===== src/rtl/isa_io_cycle.sv =====
// rtl/isa_io_cycle.sv - ISA I/O bus-cycle engine: setup, IOR#/IOW# strobe with IOCHRDY waits and timeout, hold
//
// Ports:
//   bus_clock, reset          clock (rising edge) and asynchronous active-high reset
//   req_valid/req_ready       request handshake; transfer on valid & ready
//   req_write                 1 = I/O write, 0 = I/O read
//   req_address, req_data     port address and write data
//   resp_valid                one-cycle completion pulse
//   resp_data, resp_timeout   read data (held until the next read ends) and timeout flag
//   busy                      high whenever a cycle is in progress
//   isa_address               A pins
//   isa_data_out, isa_data_oe D pins and their output enable (writes only)
//   isa_data_in               D pins as seen by this block
//   isa_ior_n, isa_iow_n      active-low I/O strobes
//   isa_aen                   AEN, low while a cycle owns the bus
//   isa_iochrdy               IOCHRDY from the card, low requests wait states

module isa_io_cycle #(
    parameter int ADDR_SETUP_CLKS = 1,
    parameter int STROBE_CLKS     = 4,
    parameter int HOLD_CLKS       = 1,
    parameter int TIMEOUT_CLKS    = 64
) (
    input  logic        bus_clock,
    input  logic        reset,
    input  logic        req_valid,
    output logic        req_ready,
    input  logic        req_write,
    input  logic [15:0] req_address,
    input  logic [15:0] req_data,
    output logic        resp_valid,
    output logic [15:0] resp_data,
    output logic        resp_timeout,
    output logic        busy,
    output logic [15:0] isa_address,
    output logic [15:0] isa_data_out,
    output logic        isa_data_oe,
    input  logic [15:0] isa_data_in,
    output logic        isa_ior_n,
    output logic        isa_iow_n,
    output logic        isa_aen,
    input  logic        isa_iochrdy
);

    localparam logic [7:0] SETUP_LOAD  = 8'(ADDR_SETUP_CLKS - 1);
    localparam logic [7:0] STROBE_LOAD = 8'(STROBE_CLKS - 1);
    localparam logic [7:0] HOLD_LOAD   = 8'(HOLD_CLKS - 1);
    localparam logic [7:0] TMO_LAST    = 8'(TIMEOUT_CLKS - 1);

    typedef enum logic [2:0] {
        S_IDLE,
        S_SETUP,
        S_STROBE,
        S_HOLD,
        S_DONE
    } state_t;

    state_t      state;
    logic [7:0]  cnt;
    logic [7:0]  tmo;
    logic        wr_q;
    logic        tmo_flag;
    logic [15:0] rd_q;
    logic        rdy_m;
    logic        rdy_s;
    logic        strobe_tmo;
    logic        strobe_exit;

    // IOCHRDY is asynchronous to bus_clock; reset to "ready" so a card that
    // never drives the line cannot stall the first cycle after reset.
    always_ff @(posedge bus_clock or posedge reset) begin
        if (reset) begin
            rdy_m <= 1'b1;
            rdy_s <= 1'b1;
        end else begin
            rdy_m <= isa_iochrdy;
            rdy_s <= rdy_m;
        end
    end

    // Timeout is checked independently of the minimum-width counter so it
    // takes precedence when both conditions land on the same cycle.
    assign strobe_tmo  = (tmo == TMO_LAST);
    assign strobe_exit = strobe_tmo || ((cnt == 8'd0) && rdy_s);

    assign req_ready = (state == S_IDLE) && !reset;
    assign busy      = (state != S_IDLE);

    always_ff @(posedge bus_clock or posedge reset) begin
        if (reset) begin
            state        <= S_IDLE;
            cnt          <= 8'd0;
            tmo          <= 8'd0;
            wr_q         <= 1'b0;
            tmo_flag     <= 1'b0;
            rd_q         <= 16'd0;
            isa_ior_n    <= 1'b1;
            isa_iow_n    <= 1'b1;
            isa_data_oe  <= 1'b0;
            isa_aen      <= 1'b1;
            isa_address  <= 16'd0;
            isa_data_out <= 16'd0;
            resp_valid   <= 1'b0;
            resp_data    <= 16'd0;
            resp_timeout <= 1'b0;
        end else begin
            case (state)
                S_IDLE: begin
                    resp_valid   <= 1'b0;
                    resp_timeout <= 1'b0;
                    if (req_valid) begin
                        wr_q        <= req_write;
                        isa_address <= req_address;
                        if (req_write) begin
                            isa_data_out <= req_data;
                            isa_data_oe  <= 1'b1;
                        end
                        isa_aen <= 1'b0;
                        cnt     <= SETUP_LOAD;
                        state   <= S_SETUP;
                    end
                end

                S_SETUP: begin
                    if (cnt == 8'd0) begin
                        if (wr_q) begin
                            isa_iow_n <= 1'b0;
                        end else begin
                            isa_ior_n <= 1'b0;
                        end
                        cnt   <= STROBE_LOAD;
                        tmo   <= 8'd0;
                        state <= S_STROBE;
                    end else begin
                        cnt <= cnt - 8'd1;
                    end
                end

                S_STROBE: begin
                    if (strobe_exit) begin
                        isa_ior_n <= 1'b1;
                        isa_iow_n <= 1'b1;
                        if (!wr_q) begin
                            rd_q <= isa_data_in;
                        end
                        tmo_flag <= strobe_tmo;
                        cnt      <= HOLD_LOAD;
                        state    <= S_HOLD;
                    end else begin
                        tmo <= tmo + 8'd1;
                        // Minimum width elapsed: keep waiting on IOCHRDY at zero.
                        if (cnt != 8'd0) begin
                            cnt <= cnt - 8'd1;
                        end
                    end
                end

                S_HOLD: begin
                    if (cnt == 8'd0) begin
                        resp_valid   <= 1'b1;
                        resp_timeout <= tmo_flag;
                        if (!wr_q) begin
                            resp_data <= rd_q;
                        end
                        // Bus is handed back as the completion pulse goes out.
                        isa_data_oe <= 1'b0;
                        isa_aen     <= 1'b1;
                        state       <= S_DONE;
                    end else begin
                        cnt <= cnt - 8'd1;
                    end
                end

                S_DONE: begin
                    resp_valid   <= 1'b0;
                    resp_timeout <= 1'b0;
                    state        <= S_IDLE;
                end

                default: begin
                    state <= S_IDLE;
                end
            endcase
        end
    end

endmodule

===== config.mk =====
export PLATFORM = sky130hd
export DESIGN_NAME = isa_io_cycle
export DESIGN_NICKNAME = d
export VERILOG_FILES = /design/src/rtl/isa_io_cycle.sv
export SDC_FILE = /design/constraint.sdc
export NUM_CORES = 1
export LEC_CHECK = 0
export CAP_MARGIN = 5
export CORE_ASPECT_RATIO = 1.75
export CORE_UTILIZATION = 48
export DETAILED_ROUTE_END_ITERATION = 6
export PLACE_DENSITY = 0.8
export SLEW_MARGIN = 20
export SYNTH_ARGS = -nofsm -noshare
export SYNTH_HDL_FRONTEND = slang
export SYNTH_SLANG_ARGS = --single-unit

===== constraint.sdc =====
create_clock -name bus_clock -period 4.8 [get_ports bus_clock]
set_clock_uncertainty 0.05 [all_clocks]
set_input_delay 1.44 -clock bus_clock [delete_from_list [all_inputs] [get_ports bus_clock]]
set_output_delay 1.44 -clock bus_clock [all_outputs]
set_load 0.02 [all_outputs]

* After elaboration in Yosys (flattened, before gate mapping) *
Index checks and enable logic that the tools add are counted.

operators by class
  add/sub/neg operators = 2
  shifts and indexed selects = 0
  $lt $le $gt $ge = 0
  equal/unequal tests = 15
  multiply operators = 0
  divide/modulo/power cells = 0
  bitwise gates (word level) = 1
  mux-type cells = 31
  reduce and logical (&&, ||, !) cells = 26

operator list
  operator                                          count
  two-way mux 8 bit                                 7
  case mux 8 bit (4 select lines)                   1
  AND reduction 4 bit                               5
  inequality test 2 bit, second input constant      9
  case mux 8 bit (2 select lines)                   1
  AND reduction 3 bit                               5
  two-way mux 3 bit                                 4
  case mux 1 bit (2 select lines)                   6
  case mux 3 bit (4 select lines)                   1
  two-way mux 1 bit                                 11
  adder 8 x 1 -> 8 bit, second input constant       1
  == test 8 x 6 -> 1 bit, second input constant     1
  logical NOT 8 bit                                 1
  nonzero test 8 bit                                1
  subtractor 8 x 1 -> 8 bit, second input constant  1
  == test 3 x 2 -> 1 bit, second input constant     2
  AND reduction 2 bit                               3
  nonzero test 2 bit                                3
  nonzero test 4 bit                                1
  == test 3 x 1 -> 1 bit, second input constant     1
  == test 3 bit, second input constant              1
  logical NOT 3 bit                                 1
  inequality test 3 bit, second input constant      1
  nonzero test 3 bit                                1
  other kinds (5)                                   6

storage, ports and cells
  bits of input ports = 53
  memory bits (writable) = 0
  register bits after elaboration = 93
  logic and storage cells = 92
  memories kept = 0
  bits in read-only memories = 0
  bits in latches = 0
  output and inout port bits = 56

* Longest topological paths before layout *
Gate-level depths: netlist of the first run.

  depth after elaboration = 5
  mapped depth = 10
  gate-level depth less buffers = 7

* Worst setup path before layout of the first run *
Ideal clock, no wire load.

  path type = input to output
  from = input reset
  to = output req_ready
  path slack = 1.577 ns
  data arrival time = 1.733 ns
  buffers on the path = 0
  stages on the path = 1
  cells stage by stage = nor2_1

on the way
  longest elaborated chain between the ends = 2

ends and longest elaborated chain
  item                         line  RTL
  from (decl)                  25    input logic reset,
  logical NOT 1 bit (no line)  --
  logical AND 1 bit            86    assign req_ready = (state == S_IDLE) && !reset;
  to (decl)                    27    output logic req_ready,

No other way between the ends.

* Worst setup path after layout of the first run *
Ends and elaborated chain as after synthesis.

==> impl_metrics.csv, run 1 <==
group,metric,value,unit
critical_path,worst-path-max-fanout,2,
global_route,grt_overflow_total,0,
power,p_switching,0.001206,W
cells_and_area,area_growth,36.53,%
power,vdd_drop_max,0.3894,mV
worst_hold_path,min_to,"rdy_s$_DFF_PP1_",
floorplan,core,7909,µm²
cts,cts_tree,"built",
critical_path,cp.arrival,2.59,ns
yosys,synth_edf_count,0,
cts,path_clk_slew,0.07,ns
yosys,yosysSeqAreaShare,59.60,%
worst_hold_path,whs_path_depth,0,
placed_design,hpwl,5780,µm
drt,viasPerCell,5.455,
cts,clk-insertion-delay-late,0.34,ns
worst_hold_path,min_from,"rdy_m$_DFF_PP1_",
power,p_leak,2.365,nW
timing,worst_slew_pin_slew,0.8890,ns
floorplan,ios,109,
drt,ant_nets,0,
timing,period_share,85.09,%
cts,clkSinkCount,93,
timing,finalSetupTns,0,ns
critical_path,r2r_start,"cnt[0]$_DFFE_PP0P_",
critical_path,path_class,"in -> out",
timing,period_minus_slack,4.084,ns
yosys,yosys.area.top_type_share,56.25,%
cts,cts_buffer_depth,2,
drt,wirelength,8071,µm
power,clock_power_share,20.7,%
timing,setup_viol,0,
global_route,grt_pass1_vias,2786,
power,p_sw_share,34.32,%
drt,wl_per_cell,16.34,µm
cts,postCtsSetupBuffers,0,
drt,vias,2695,
cells_and_area,drive_above_1_share,24.26,%
cells_and_area,fin_nets,454,
yosys,syn_inst,289,
yosys,syn_area,3915,µm²
drt,drc,1,
critical_path,cp.required,3.31,ns
drt,drt-pass1-iter-count,7,
cells_and_area,layoutNonFillerInstCount,494,
placed_design,routabilityCongestion,0.8171,
critical_path,end_kind,"output pin",
critical_path,critPathLaunch,"reset",
cells_and_area,n_fill_cell,577,
critical_path,rr_endpoint,"rd_q[2]$_DFFE_PP0P_",
yosys,syn-num-nets,344,
cts,cts.repair.resized,0,
yosys,synth_top_cell_by_area,"dfrtp_1",
floorplan,start_util,49.50,%
timing,finalHoldViolations,0,
power,powerDensity,657.3,nW/µm²
floorplan,rows,43,
yosys,yosys-top-cells-count,"88 x dfrtp_1, 54 x mux2_2, 17 x o21ai_0, 13 x nand2_1, 12 x nor2_1",
yosys,ys_async_sr_fraction,100.0,%
run_status,outcome,"finished with violations",
yosys,synth.most_common_cell,"dfrtp_1",
global_route,grt_max_degree,36,
cts,ctsHoldBuffers,0,
cells_and_area,num_antenna_cells,0,
floorplan,chipHeight,121.5,µm
yosys,syn_avg_cell_area,13.55,µm²
yosys,synth.distinct_cells,46,
global_route,grt_usage,20.27,%
critical_path,reg2reg_slack,2.03,ns
cts,cts_made_buffers,9,
critical_path,cp-start-kind,"input port",
timing,relSlewSlack,40.10,%
yosys,ys.flop_type,"dfrtp_1",
global_route,antenna_found_initial,0,
worst_hold_path,hp-class,"reg -> reg",
placed_design,portBuffers,108,
floorplan,dieWidth,70.27,µm
global_route,grt_first_pass_wirelength,13380,µm
floorplan,dieArea,8536,µm²
timing,maxSlewViolCount,0,
yosys,synth.area.top_cells,"dfrtp_1 56%, mux2_2 16%, mux2_4 3.8%",
timing,max_freq,244.8,MHz
cts,clock-root-buffer,"clkbuf_16",
critical_path,r2r_cells,7,
power,seqPwrFrac,37.2,%
power,internal-power,0.002308,W
timing,rsz0062_at_grt,"false",
job,cap_violations,0,
cts,htree_levels,3,
yosys,yosysWarnings,0,
drt,drtIter0Drc,161,
power,power_frac_comb,42.1,%
placed_design,place_inst,478,
run_status,violations,"DRC",
yosys,ys_seq_elements,93,
==> through the flow <==
| stage | area (µm²) | hold WS, ns | util (%) | total power, W | setup slack [ns] |
|---|---|---|---|---|---|
| final | 5345 | 0.3214 | 67.58 | 0.003513 | 0.7157 |
| after global routing | 5345 | 0.3218 | 67.58 | 0.003713 | 0.6945 |
| after CTS | 5345 | 0.3226 | 67.58 | 0.003549 | 0.7133 |
| after detailed placement | 5037 | 0.3047 | 63.69 | 0.002809 | 0.7089 |
| after global placement | 5037 | 0.2985 | 63.69 | 0.002751 | 0.7160 |
| after floorplan | 3915 | 0.2952 | - | 0.002189 | 0.8980 |
==> worst max-delay path, stage by stage <==
cell and delay [ns]:
clkdlybuf4s50_1 0.44, nor2_1 0.11, clkdlybuf4s50_1 0.60
==> metal layers <==
metal	global-route usage [%]	wire length, µm	up-vias
met2	34.11	4248	91
met1	23.32	3111	1335
met5	0	0	-
li1	-	-	1256
met4	10.38	189	0
met3	5.565	522	13
==> placed cells by master (no fill, tap or decap), drive strengths merged, types with 3 or more instances in the layout <==
master,instances
mux2,64
nor2,14
and3,4
nor3,7
clkinv,3
a21oi,4
o21ai,18
nand3,6
or3,4
clkbuf,10
dfrtp,88
buf,3
clkdlybuf4s50,108
xor2,4
inv,7
nor2b,4
and2,5
nand2,13
a22o,6
dfstp,5
==> registers in the layout, indices dropped and copies added (netlist names) <==
register,count
isa_iow_n,1
isa_data_out,16
wr_q,1
resp_valid,1
resp_data,16
cnt,8
state,3
isa_aen,1
rdy_s,1
rd_q,16
tmo,8
isa_ior_n,1
rdy_m,1
isa_data_oe,1
resp_timeout,1
isa_address,16
tmo_flag,1
==> final cells by class <==
| class | instances | area (µm²) | area share, % |
|---|---|---|---|
| well taps | 90 | 112.6 | 2.107 |
| clock buffers | 10 | 239.0 | 4.471 |
| repair buffers | 111 | 1104 | 20.65 |
| clock inverters | 6 | 68.82 | 1.287 |
| inverters | 6 | 23.77 | 0.4448 |
| flip-flops and latches | 93 | 2333 | 43.66 |
| multi-input cells | 178 | 1464 | 27.39 |
==> kinds of logic (layout without fill, tap and decap cells) <==
family	Yosys count	in the layout	share of synthesized area, %
fa+ha+maj	2	2	0.6391
mux	64	64	19.37
xor+xnor	4	4	0.8948
compound gates	38	38	6.520
buf+inv	18	133	3.004
flops	93	93	59.60
simple gates	70	70	9.971
==> power groups by stage <==
stage | sequential (W) | combinational, W | clock [W]
6_report | 0.00131 | 0.00148 | 0.000728
5_1_grt | 0.00135 | 0.00159 | 0.000776
4_1_cts | 0.00131 | 0.00149 | 0.000747
3_5_place_dp | 0.00132 | 0.00149 | 0
3_3_place_gp | 0.00130 | 0.00145 | 0
2_1_floorplan | 0.00153 | 0.000663 | 0
==> worst max path at each step <==
stage | cells past startpoint | to | slack [ns]
after global placement | 3 | req_ready | 0.72
final | 3 | req_ready | 0.72
after CTS | 3 | req_ready | 0.71
after detailed placement | 3 | req_ready | 0.71
after global routing | 3 | req_ready | 0.69
after floorplan | 1 | cnt[0]$_DFFE_PP0P_ | 0.90
Note: power is estimated with default switching activity, not from simulation.
==> inputs of run 2 (changes only) <==
--- a/config.mk
+++ b/config.mk
@@ -7,6 +7,7 @@
 export LEC_CHECK = 0
 export CAP_MARGIN = 5
 export CORE_ASPECT_RATIO = 1.75
+export CORE_MARGIN = 3
 export CORE_UTILIZATION = 48
 export DETAILED_ROUTE_END_ITERATION = 6
 export PLACE_DENSITY = 0.8
==> impl_metrics.csv, run 2 (synthesis gave the netlist of run 1 again) <==
group,metric,value,unit
run_status,outcome,"complete, no violations",
critical_path,path_class,"in -> out",
floorplan,start_util,49.50,%
critical_path,critical-path-slowest-cell,"clkdlybuf4s50_1",
cells_and_area,mostFrequentLayoutCells,"108 x clkdlybuf4s50_1, 88 x dfrtp_1, 54 x mux2_2",
cts,cts_buffer_depth,2,
timing,max_freq,244.1,MHz
global_route,grt_first_pass_wirelength,14070,µm
timing,period_share,85.35,%
power,powerDensity,659.8,nW/µm²
cts,clkSinkCount,93,
power,vdd_drop_max,0.3900,mV
drt,met1_length,3323,µm
global_route,grt_pass1_vias,2952,
drt,wl_met2,4385,µm
timing,period_minus_slack,4.097,ns
timing,maxSlewViolCount,0,
cts,postCtsSetupBuffers,0,
drt,wl_per_cell,16.90,µm
floorplan,ios,109,
drt,vias,2716,
global_route,grt_usage,19.34,%
timing,setup_viol,0,
timing,finalHoldViolations,0,
critical_path,worst-path-max-fanout,2,
critical_path,cp-start-kind,"input port",
global_route,grt_overflow_total,0,
floorplan,dieArea,9319,µm²
floorplan,core,7909,µm²
worst_hold_path,hp-class,"reg -> reg",
critical_path,end_kind,"output pin",
cells_and_area,area_growth,36.72,%
drt,ant_nets,0,
drt,drt-pass1-iter-count,4,
cts,cts_tree,"built",
critical_path,cp.buffers_inverters,2,
global_route,grt_max_degree,56,
cells_and_area,num_antenna_cells,0,
critical_path,crit_top_cell,"clkdlybuf4s50_1",
placed_design,portBuffers,108,
drt,wirelength,8332,µm
floorplan,rows,43,
placed_design,routabilityCongestion,0.8533,
drt,drc,0,
placed_design,place_area,5042,µm²
critical_path,max_stage_delay,0.61,ns
placed_design,hpwl,5897,µm
critical_path,cp.required,3.31,ns
cells_and_area,n_fill_cell,581,
cells_and_area,fin_area,5353,µm²
critical_path,cp_top_family,"buffers and inverters",
cts,ctsHoldBuffers,0,
cts,path_clk_slew,0.06,ns
drt,drtIter0Drc,106,
critical_path,crit_chain,"clkdlybuf4s50_1 -> nor2_1 -> clkdlybuf4s50_1",
drt,viasPerCell,5.509,
cells_and_area,multi_input_area,1464,µm²
timing,worst_slew_pin_slew,0.9668,ns
floorplan,dieWidth,74.27,µm
timing,finalSetupTns,0,ns
cells_and_area,layout_commonest_cell,"clkdlybuf4s50_1",
cts,cts.repair.resized,0,
cells_and_area,drive_above_1_share,24.07,%
cts,htree_levels,3,
cts,cts_made_buffers,9,
timing,rsz0062_at_grt,"false",
floorplan,chipHeight,125.5,µm
power,p_leak,2.366,nW
cells_and_area,fin_nets,453,
job,cap_violations,0,
cts,clk-insertion-delay-late,0.34,ns
critical_path,cp.arrival,2.61,ns
global_route,antenna_found_initial,0,
drt,top_layer,"met4",
timing,relSlewSlack,35.47,%
timing,hold_ws,0.3090,ns
cts,clock-root-buffer,"clkbuf_16",
cells_and_area,regArea,2333,µm²
drt,dr_wl_met3,518,µm
cells_and_area,post-route-util,67.68,%
==> run 2: changes by cell type in the layout (fill, tap and decap cells not counted) <==
cell,previous run,this run
buf_12,0,1
buf_4,3,1
clkinv_4,1,2
inv_6,2,0
inv_8,0,1
==> run 2: cell type report <==
type                       count  area share, %
clock buffer                  10          4.465
clock inverter                 6          1.332
inverter                       6         0.4441
multi-input combinational    178          27.35
sequential                    93          43.60
tap                           90          2.104
timing repair buffer         110          20.71
==> run 2: path summary, 6_finish.rpt <==
check | startpoint | endpoint | slack [ns] | cells past startpoint
max | reset | req_ready | 0.70 | 3
min | rdy_m$_DFF_PP1_ | rdy_s$_DFF_PP1_ | 0.31 | 0
max reg2reg | cnt[0]$_DFFE_PP0P_ | rd_q[1]$_DFFE_PP0P_ | 1.98 | 7
min reg2reg | rdy_m$_DFF_PP1_ | rdy_s$_DFF_PP1_ | 0.31 | 0
max in group asynchronous | reset | isa_aen$_DFFE_PP1P_ | 2.35 | 3
min in group asynchronous | reset | isa_data_out[7]$_DFFE_PP0P_ | 1.59 | 2
==> run 2: stage by stage <==
step,instances,worst slack [ns],power (W)
2_1_floorplan,289,0.8980,0.002189
3_3_place_gp,477,0.7141,0.002758
3_5_place_dp,477,0.7074,0.002814
4_1_cts,493,0.6951,0.003561
5_1_grt,493,0.6376,0.003742
6_report,493,0.7032,0.003532
==> run 2: worst register-to-register path: stages (launching register included) <==
cell and delay, ns:
dfrtp_1 0.41, inv_1 0.11, ha_1 0.22, nor3b_1 0.63, and3_1 0.27, o21ai_1 0.19, nor2_4 0.44, mux2_2 0.40
==> run 2: layer usage <==
metal | track usage, % | vias to the layer above
li1 | - | 1251
met1 | 23.93 | 1368
met2 | 31.59 | 89
met3 | 6.597 | 8
met4 | 5.870 | 0
met5 | 0 | -
==> run 2: power by group <==
part	internal (W)	switching, W	leakage, nW	total (W)
logic	0.000784	0.000701	1.03	0.00149
clock network	0.000422	0.000307	0.151	0.000729
registers	0.00110	0.000213	1.19	0.00132
